<file path="src/rtl/cpu_types_pkg.sv">
// Shared CPU types: RAM handshake states, machine word and the arbiter's
// state encoding so the datapath and tests can probe the arbiter.
package cpu_types_pkg;

  typedef logic [31:0] word_t;

  typedef enum logic [1:0] {
    FREE   = 2'd0,
    BUSY   = 2'd1,
    ACCESS = 2'd2,
    ERROR  = 2'd3
  } ramstate_t;

  typedef logic [1:0] arb_state_t;

  localparam arb_state_t IDLE   = 2'd0;
  localparam arb_state_t IGRANT = 2'd1;
  localparam arb_state_t DGRANT = 2'd2;
  localparam arb_state_t DONE   = 2'd3;

  localparam word_t WORD_ZERO = 32'h0000_0000;

endpackage

</file>
<file path="src/rtl/mem_arbiter.sv">
// Shares the single-ported system RAM between instruction fetch and data
// access: one grant at a time, strobes held until ACCESS, error or timeout.
module mem_arbiter
  import cpu_types_pkg::*;
#(
  parameter logic [7:0] TIMEOUT = 8'd255
) (
  input  logic       CLK,
  input  logic       nRST,
  input  logic       iREN,
  input  word_t      iaddr,
  output logic       iwait,
  output word_t      iload,
  input  logic       dREN,
  input  logic       dWEN,
  input  word_t      daddr,
  input  word_t      dstore,
  output logic       dwait,
  output word_t      dload,
  output logic       ramREN,
  output logic       ramWEN,
  output word_t      ramaddr,
  output word_t      ramstore,
  input  word_t      ramload,
  input  logic [1:0] ramstate,
  output logic       err
);

  arb_state_t state;
  arb_state_t next_state;
  logic       fair;
  logic [7:0] wcnt;
  ramstate_t  rs;
  logic       d_pend;
  logic       timed_out;
  logic       in_grant;
  logic       i_done;
  logic       d_done;
  logic       abort;

  assign rs        = ramstate_t'(ramstate);
  assign d_pend    = dREN | dWEN;
  assign timed_out = (wcnt == TIMEOUT);
  assign in_grant  = (state == IGRANT) || (state == DGRANT);

  // Next state, RAM strobes and the owner's completion pulse
  always_comb begin
    next_state = state;
    ramREN     = 1'b0;
    ramWEN     = 1'b0;
    ramaddr    = WORD_ZERO;
    ramstore   = WORD_ZERO;
    i_done     = 1'b0;
    d_done     = 1'b0;
    abort      = 1'b0;
    case (state)
      IDLE: begin
        // fair bit hands a contested slot to fetch after a data completion
        if (d_pend && !(iREN && fair)) begin
          next_state = DGRANT;
        end else if (iREN) begin
          next_state = IGRANT;
        end else begin
          next_state = IDLE;
        end
      end
      IGRANT: begin
        if (!iREN) begin
          next_state = IDLE;
        end else begin
          ramREN  = 1'b1;
          ramaddr = iaddr;
          if ((rs == ACCESS) || (rs == ERROR) || timed_out) begin
            i_done     = 1'b1;
            abort      = (rs != ACCESS);
            next_state = DONE;
          end else begin
            next_state = IGRANT;
          end
        end
      end
      DGRANT: begin
        if (!d_pend) begin
          next_state = IDLE;
        end else begin
          ramREN   = dREN;
          ramWEN   = dWEN;
          ramaddr  = daddr;
          ramstore = dstore;
          if ((rs == ACCESS) || (rs == ERROR) || timed_out) begin
            d_done     = 1'b1;
            abort      = (rs != ACCESS);
            next_state = DONE;
          end else begin
            next_state = DGRANT;
          end
        end
      end
      DONE: begin
        next_state = IDLE;
      end
      default: begin
        next_state = IDLE;
      end
    endcase
  end

  assign iwait = ~i_done;
  assign dwait = ~d_done;
  assign iload = i_done ? ramload : WORD_ZERO;
  assign dload = d_done ? ramload : WORD_ZERO;

  // State, grant wait counter, fairness bit and sticky error flag
  always_ff @(posedge CLK or negedge nRST) begin
    if (!nRST) begin
      state <= IDLE;
      wcnt  <= 8'd0;
      fair  <= 1'b0;
      err   <= 1'b0;
    end else begin
      state <= next_state;
      if (in_grant && (next_state == state)) begin
        wcnt <= wcnt + 8'd1;
      end else begin
        wcnt <= 8'd0;
      end
      if (d_done) begin
        fair <= 1'b1;
      end else if (i_done) begin
        fair <= 1'b0;
      end else begin
        fair <= fair;
      end
      if (abort) begin
        err <= 1'b1;
      end else begin
        err <= err;
      end
    end
  end

endmodule

</file>
<file path="config.mk">
export PLATFORM = sky130hd
export DESIGN_NAME = mem_arbiter
export DESIGN_NICKNAME = d
export VERILOG_FILES = /design/src/rtl/cpu_types_pkg.sv /design/src/rtl/mem_arbiter.sv
export SDC_FILE = /design/constraint.sdc
export NUM_CORES = 1
export LEC_CHECK = 0
export CAP_MARGIN = 10
export CORE_AREA = 2 2 104 106
export DETAILED_ROUTE_END_ITERATION = 6
export DIE_AREA = 0 0 106 108
export PLACE_DENSITY = 0.65
export SLEW_MARGIN = 20
export SYNTH_ARGS = -nofsm -noshare
export SYNTH_HDL_FRONTEND = slang
export SYNTH_SLANG_ARGS = --single-unit
</file>
<file path="constraint.sdc">
create_clock -name CLK -period 6.5 [get_ports CLK]
set_clock_uncertainty 0.15 [all_clocks]
set_input_delay 1.625 -clock CLK [delete_from_list [all_inputs] [get_ports CLK]]
set_output_delay 1.625 -clock CLK [all_outputs]
set_load 0.01 [all_outputs]
</file>
# Word-level counts from Yosys, hierarchy flattened
# Index checks and enable logic that the tools add are counted.
[classes]
reduce_logical = 9
n_addsub = 1
n_bitwise = 3
n_mux = 31
eq_ne = 8
[ops]
columns = ["cell", "count"]
rows = [
  ["32-bit two-way mux", 6],
  ["32-bit case mux with 2 select lines", 1],
  ["1-bit two-way mux", 16],
  ["8-bit by 1-bit adder with 8-bit output (second input constant)", 1],
  ["2-bit == test (second input constant)", 4],
  ["8-bit == test (second input constant)", 1],
  ["2-bit two-way mux", 4],
  ["8-bit two-way mux", 1],
  ["2-bit case mux with 4 select lines", 1],
  ["1-bit case mux with 2 select lines", 2],
  ["1-bit logical AND", 3],
  ["1-bit logical OR", 3],
  ["2-bit by 1-bit == test with 1-bit output (second input constant)", 1],
  ["2-bit == test", 1],
  ["2-bit logical NOT", 1],
  ["2-bit != test (second input constant)", 1],
  ["1-bit inverter", 2],
  ["2-bit nonzero test", 1],
  ["1-bit logical NOT", 1],
  ["1-bit bitwise OR", 1],
]
[totals]
wordCells = 56
reg_bits = 12
input_bits = 135
out_inout_bits = 133

# Logic depth before layout (Yosys ltp)
# Gate-level depths: netlist of run 1.
[logic_depth]
word_depth = 9
mapped_depth = 8

# Least setup slack after synthesis of run 1
# OpenSTA, ideal clock, no wires.
[synth_timing]
kind = "input to output"
from = "in iREN"
to = "out ramaddr[11]"
setup_slack_ns = 2.177
path_buffers = 3
cell_stages = 6
t_arrival_ns = 2.548
cell_sequence = "and2_1 -> buf_6 -> buf_2 -> clkbuf_1 -> a22oi_1 -> nor2_1"
[synth_between]
elab_chain_len = 2
[synth_lines]
columns = ["item", "line_no", "source"]
rows = [
  ["start: declaration", "mem_arbiter.sv:10", "input logic iREN,"],
  ["32-bit two-way mux", "mem_arbiter.sv:68", "if (!iREN) begin"],
  ["32-bit case mux with 2 select lines", "mem_arbiter.sv:56", "case (state)"],
  ["end: declaration", "mem_arbiter.sv:22", "output word_t ramaddr,"],
]
# No other way between the ends.

# Final worst setup path of run 1
[layout_timing]
from = "in iREN"
to = "out ramaddr[21]"
# Same word-level chain as after synthesis.

==> flow_metrics.py, run 1 <==
metrics = {
    "clock_network": {
        "hold_buffers": 0,
        "cts_buffer_depth": 2,
        "post_cts_buffers": 0,
        "cts.sinks": 12,
        "cts_buffers": 3,
        "clk_pin_slew_ns": 0.05,
        "cts_root_buf": "clkbuf_8",
        "cts_tree": "done",
        "cts_htree_levels": 1,
        "cts_resized": 0,
        "clk_latency_ns": 0.23,
    },
    "critical_path": {
        "worstPathRequired_ns": 4.72,
        "r2r-end": "wcnt[4]",
        "cp-end-kind": "output port",
        "crit_path_end": "ramaddr[21]",
        "regToRegSetupSlack_ns": 3.73,
        "r2r_start": "state[0]",
        "cp.arrival_ns": 3.87,
        "r2r_cells": 6,
        "startpoint": "iREN",
        "worstPathMaxFanout": 40,
        "path_class": "input port to output port",
        "critPathLaunchType": "input port",
    },
    "drt": {
        "drtIter0Drc": 246,
        "top_layer_used": "met5",
        "post_drt_wl_per_cell_um": 17.1,
        "ant_nets": 0,
        "via_count": 2924,
        "routed-wl-met3_mm": 1.24,
        "viasPerCell": 4.51,
        "routed_wl_mm": 11.1,
        "dr.pass1.iters": 5,
        "wl_met2_mm": 5.56,
        "drc": 0,
        "wl_met1_mm": 4.01,
    },
    "synthesis": {
        "synth-xor-area-share": 0.0287,
        "ys_warn_count": 0,
        "syn_inst": 269,
        "synth_simple_gate_area_share": 0.490,
        "syn-cell-area_sq_um": 1830,
        "avgSynthCellArea_sq_um": 6.80,
        "ys_seq_elements": 12,
        "yosysTopAreaCell": "and3_1",
        "synth_mux_area_frac": 0.00547,
        "synth_area_leaders": "and3_1, dfrtp_1, a22oi_1, and2_1, nor2_1",
        "synth_compound_area_frac": 0.203,
        "syn_nets": 408,
        "synth_top_area_frac": 0.222,
        "seq_area_frac_synth": 0.164,
        "synthDistinctLibCells": 35,
        "synth_top_family_by_area": "simple AND/OR/NAND/NOR gates",
        "synthAdderAreaFrac": 0.0273,
    },
    "sta": {
        "rsz0062_at_grt": "no",
        "hold_viol_final": 0,
        "holdWs_ns": 0.334,
        "totalNegativeSetupSlack_ns": 0,
        "setup_viol": 0,
        "tightest_slew_ns": 1.02,
        "fmax_mhz": 177,
        "timing.final.crit_share": 0.868,
        "slew_headroom": 0.314,
        "slew_violations": 0,
        "fin_crit_ns": 5.64,
    },
    "job": {
        "maxCapViolCount": 0,
    },
    "die": {
        "rows": 37,
        "die_w_um": 106,
        "pin_count": 268,
        "fp.dieArea_sq_um": 11400,
        "die_y_um": 108,
        "core-area_sq_um": 10200,
        "start_util": 0.179,
    },
    "place": {
        "port_buffers": 267,
        "gp_congestion": 0.777,
        "place_hpwl_mm": 9.13,
    },
    "cells_and_area": {
        "fill_cells": 1004,
        "diodes": 0,
        "area_delta_synth_final_pct": 154,
        "layout.nets": 654,
        "layout-drive-gt1-share": 0.0214,
    },
    "grt": {
        "grt-ovfl-total": 0,
        "antenna_found_initial": 1,
        "grt_pass1_wl_mm": 16.0,
        "grt_max_degree": 99,
        "grt_pass1_vias": 2925,
        "grtUsageTotal": 0.178,
    },
    "outcome": {
        "status": "finished, final reports clean",
    },
    "pwr": {
        "vdd_drop_max_mv": 0.123,
        "power.density_nw_per_um2": 217,
        "leakage_nw": 1.93,
    },
    "hold_path": {
        "holdCritPathClass": "register to register",
    },
}
## synth_stat cells (all sizes together)
master,number
o21a,1
a21oi,2
o2bb2ai,1
a211oi,1
xnor2,2
clkinv,1
o211a,1
buf,6
nand2,5
and3,65
nand4,2
o211ai,1
a221o,1
o21ai,4
mux2i,1
a31oi,1
xor2,4
and2,36
ha,4
o21bai,2
nand3,4
nand2b,1
clkbuf,23
nor3,2
dfrtp,12
nand4b,1
a41o,1
a22o,1
and4,1
inv,6
a22oi,32
nor2,44
## layout make-up
class                   instances  area [sq um]  area share
clock buffers                   3          41.3     0.00888
inverters                       7          26.3     0.00565
multi-input cells             221          1390       0.299
flip-flops and latches         12           300      0.0646
well taps                     136           170      0.0366
repair buffers                270          2720       0.585
## worst min-delay path by stage
stage	endpoint	cells after the start	slack [ns]	start
floorplan	wcnt[0]	1	0.30	wcnt[0]
global placement	wcnt[0]	1	0.32	wcnt[0]
detailed placement	wcnt[0]	1	0.33	wcnt[0]
CTS	wcnt[0]	1	0.33	wcnt[0]
global route	wcnt[0]	1	0.36	wcnt[0]
finish	wcnt[0]	1	0.33	wcnt[0]
## worst max-delay path, stage by stage
cell and delay (ns):
clkdlybuf4s50_1 0.53, and2_2 0.51, buf_12 0.27, a22oi_1 0.09, nor2_1 0.18, clkdlybuf4s50_1 0.64
## per-layer routing
metal | vias to the layer above | track usage
met4 | 2 | 0.0545
li1 | 1440 | -
met1 | 1284 | 0.187
met5 | - | 0
met3 | 22 | 0.0669
met2 | 176 | 0.329
## where the power goes
| part | switching (mW) | internal, mW | leakage, nW |
|---|---|---|---|
| registers | 0.0132 | 0.0882 | 0.156 |
| logic | 0.412 | 0.429 | 1.76 |
| clock network | 0.0237 | 0.0405 | 0.0216 |
## kinds of logic (layout without fill, tap and decap cells)
family / count (synthesis) / count (layout)
and+or+nand+nor: 161 / 161
DFF: 12 / 12
AOI/OAI and AO/OA: 49 / 49
xor gates and xnor gates: 6 / 6
adders and majority gates: 4 / 4
muxes: 1 / 1
buffers and inverters: 36 / 280
## state kept, by name, summed over array words and instances, names as in the netlist
name   cells
fair       1
state      2
wcnt       8
err        1
## stage by stage
| stage | utilization | cells | setup WS (ns) | power, mW | instance area, sq um |
|---|---|---|---|---|---|
| 5_1_grt | 0.454 | 649 | 0.674 | 1.09 | 4650 |
| 4_1_cts | 0.454 | 649 | 0.869 | 1.02 | 4650 |
| 6_report | 0.454 | 649 | 0.859 | 1.01 | 4650 |
| 3_5_place_dp | 0.450 | 646 | 0.881 | 0.948 | 4610 |
| 3_3_place_gp | 0.450 | 646 | 0.884 | 0.942 | 4610 |
| 2_1_floorplan | - | 269 | 2.18 | 0.514 | 1830 |
## placed cells by master (no fill, tap or decap), types with 2 or more instances in the layout
master	instances
inv_1	6
nand3_1	4
and3_1	65
nand2_1	5
clkdlybuf4s50_1	267
dfrtp_1	12
and2_1	35
ha_1	4
clkbuf_8	3
a22oi_1	32
nand4_1	2
xnor2_1	2
buf_12	2
xor2_1	4
o21ai_0	3
nor2_1	44
nor3_1	2
a21oi_1	2
No activity file was read; power rests on OpenSTA's default activity.
==> inputs of run 2 (changes only) <==
--- a/config.mk
+++ b/config.mk
@@ -7,9 +7,9 @@
 export LEC_CHECK = 0
 export CAP_MARGIN = 10
 export CORE_AREA = 2 2 104 106
+export CTS_CLUSTER_SIZE = 12
 export DETAILED_ROUTE_END_ITERATION = 6
 export DIE_AREA = 0 0 106 108
-export PLACE_DENSITY = 0.65
 export SLEW_MARGIN = 20
 export SYNTH_ARGS = -nofsm -noshare
 export SYNTH_HDL_FRONTEND = slang
==> flow_metrics.py, run 2 (synthesis gave the netlist of run 1 again) <==
metrics = {
    "outcome": {
        "status": "finished, final reports clean",
    },
    "drt": {
        "ant_nets": 0,
        "via_count": 2883,
        "viasPerCell": 4.44,
        "routed_wl_mm": 10.9,
        "dr.pass1.iters": 4,
        "post_drt_wl_per_cell_um": 16.7,
        "drc": 0,
        "drtIter0Drc": 202,
    },
    "sta": {
        "rsz0062_at_grt": "no",
        "tightest_slew_ns": 1.04,
        "totalNegativeSetupSlack_ns": 0,
        "setup_viol": 0,
        "fin_crit_ns": 5.33,
        "slew_headroom": 0.304,
        "fin_ws_ns": 1.17,
        "timing.final.crit_share": 0.820,
        "fmax_mhz": 188,
        "slew_violations": 0,
        "holdWs_ns": 0.343,
        "hold_viol_final": 0,
    },
    "clock_network": {
        "clk_pin_slew_ns": 0.05,
        "cts_buffers": 3,
        "clk_latency_ns": 0.24,
        "cts_htree_levels": 1,
        "cts_tree": "done",
        "cts_root_buf": "clkbuf_8",
        "hold_buffers": 0,
        "cts_buffer_depth": 2,
        "post_cts_buffers": 0,
        "cts_resized": 0,
        "cts.sinks": 12,
    },
    "pwr": {
        "leakage_nw": 1.95,
        "combinationalPowerShare": 0.835,
        "p_sw_frac": 0.446,
        "power.density_nw_per_um2": 217,
        "pwr-share-seq": 0.099,
        "p_int_mw": 0.562,
        "clock_power_share": 0.066,
        "p_sw_mw": 0.452,
        "vdd_drop_max_mv": 0.143,
    },
    "place": {
        "gp_congestion": 0.788,
        "port_buffers": 267,
        "place_inst": 646,
        "place_ws_ns": 1.16,
        "place_hpwl_mm": 8.85,
    },
    "cells_and_area": {
        "area_delta_synth_final_pct": 156,
        "utilization": 0.457,
        "diodes": 0,
        "reg_top3": "wcnt (8), state (2)",
        "largest_reg_flops": 8,
        "largest-register": "wcnt",
        "layout.nets": 655,
        "layout-drive-gt1-share": 0.0233,
        "fin_cells": 650,
        "fill_cells": 1018,
        "layout_common_cells": "clkdlybuf4s50_1, and3_1, nor2_1, and2_1, a22oi_1",
        "final_common_cell": "clkdlybuf4s50_1",
    },
    "critical_path": {
        "crit_chain": "clkdlybuf4s50_1 > o21a_2 > buf_4 > a22oi_1 > nor2_1 > clkdlybuf4s50_1",
        "cp_common_cell": "clkdlybuf4s50_1",
        "cp.arrival_ns": 3.55,
        "critPathLaunchType": "input port",
        "max_stage_delay_ns": 0.63,
        "path_class": "input port to output port",
        "path_buf_inv": 3,
        "cp-end-kind": "output port",
        "r2r_cells": 6,
        "worstPathMaxFanout": 25,
        "regToRegSetupSlack_ns": 3.71,
        "r2r_start": "state[0]",
        "cp_top_family": "buffers and inverters",
        "r2r-end": "wcnt[3]",
        "worstPathRequired_ns": 4.72,
        "crit_slowest_cell": "clkdlybuf4s50_1",
    },
    "die": {
        "rows": 37,
        "core-area_sq_um": 10200,
        "pin_count": 268,
        "start_util": 0.179,
        "die_w_um": 106,
        "die_y_um": 108,
        "fp.dieArea_sq_um": 11400,
    },
    "hold_path": {
        "min-delay-start": "err",
        "holdCritPathClass": "register to register",
        "min_path_cells": 1,
        "hold_end": "err",
    },
    "grt": {
        "grt_pass1_wl_mm": 15.7,
        "grt_max_degree": 74,
        "antenna_found_initial": 0,
        "grt_pass1_vias": 2856,
        "grtUsageTotal": 0.173,
        "grt-ovfl-total": 0,
    },
    "job": {
        "maxCapViolCount": 0,
    },
}
-- run 2: changes by cell type in the layout (fill, tap and decap cells not counted) --
cell / change
buf_16: +1
-- run 2: cell type report --
type / instances / area [sq um] / area share
clock buffer: 3 / 41.3 / 0.00883
inverter: 7 / 26.3 / 0.00562
multi-input combinational: 221 / 1390 / 0.297
sequential: 12 / 300 / 0.0642
tap: 136 / 170 / 0.0364
timing repair buffer: 271 / 2750 / 0.587
-- run 2: worst reg2reg max path: cells and delay by family, from the launching register on --
kind | cells | cell delay [ns]
buffers and inverters | 2 | 0.90
and+or+nand+nor | 2 | 0.39
adders and majority gates | 1 | 0.31
DFF | 1 | 0.43
AOI/OAI and AO/OA | 1 | 0.55
-- run 2: worst max path at each step --
stage	from	endpoint	slack (ns)	cells after the start
4_1_cts	dREN	ramaddr[16]	1.15	6
3_5_place_dp	dREN	ramaddr[16]	1.16	6
2_1_floorplan	iREN	ramaddr[11]	2.18	6
3_3_place_gp	dREN	ramaddr[16]	1.19	6
5_1_grt	dREN	ramaddr[16]	1.08	6
6_report	dREN	ramaddr[16]	1.17	6
-- run 2: power groups by stage --
stage	clock, mW	sequential, mW	combinational [mW]
finish	0.0664	0.101	0.846
global route	0.0714	0.103	0.918
CTS	0.0675	0.101	0.855
detailed placement	0	0.102	0.851
global placement	0	0.101	0.849
floorplan	0	0.0996	0.414
-- run 2: stage by stage --
stage | instance area, sq um | power [mW]
final | 4680 | 1.01
after CTS | 4650 | 1.02
after global placement | 4610 | 0.950
after detailed placement | 4610 | 0.953
after floorplan | 1830 | 0.514
after global routing | 4680 | 1.09
-- run 2: routing by layer --
metal  up-vias  track usage  wire length (um)
li1       1441            -                 -
met1      1290        0.197              4140
met2       150        0.331              5710
met3         2       0.0446               979
met4         0       0.0235                52
met5         -            0                 0
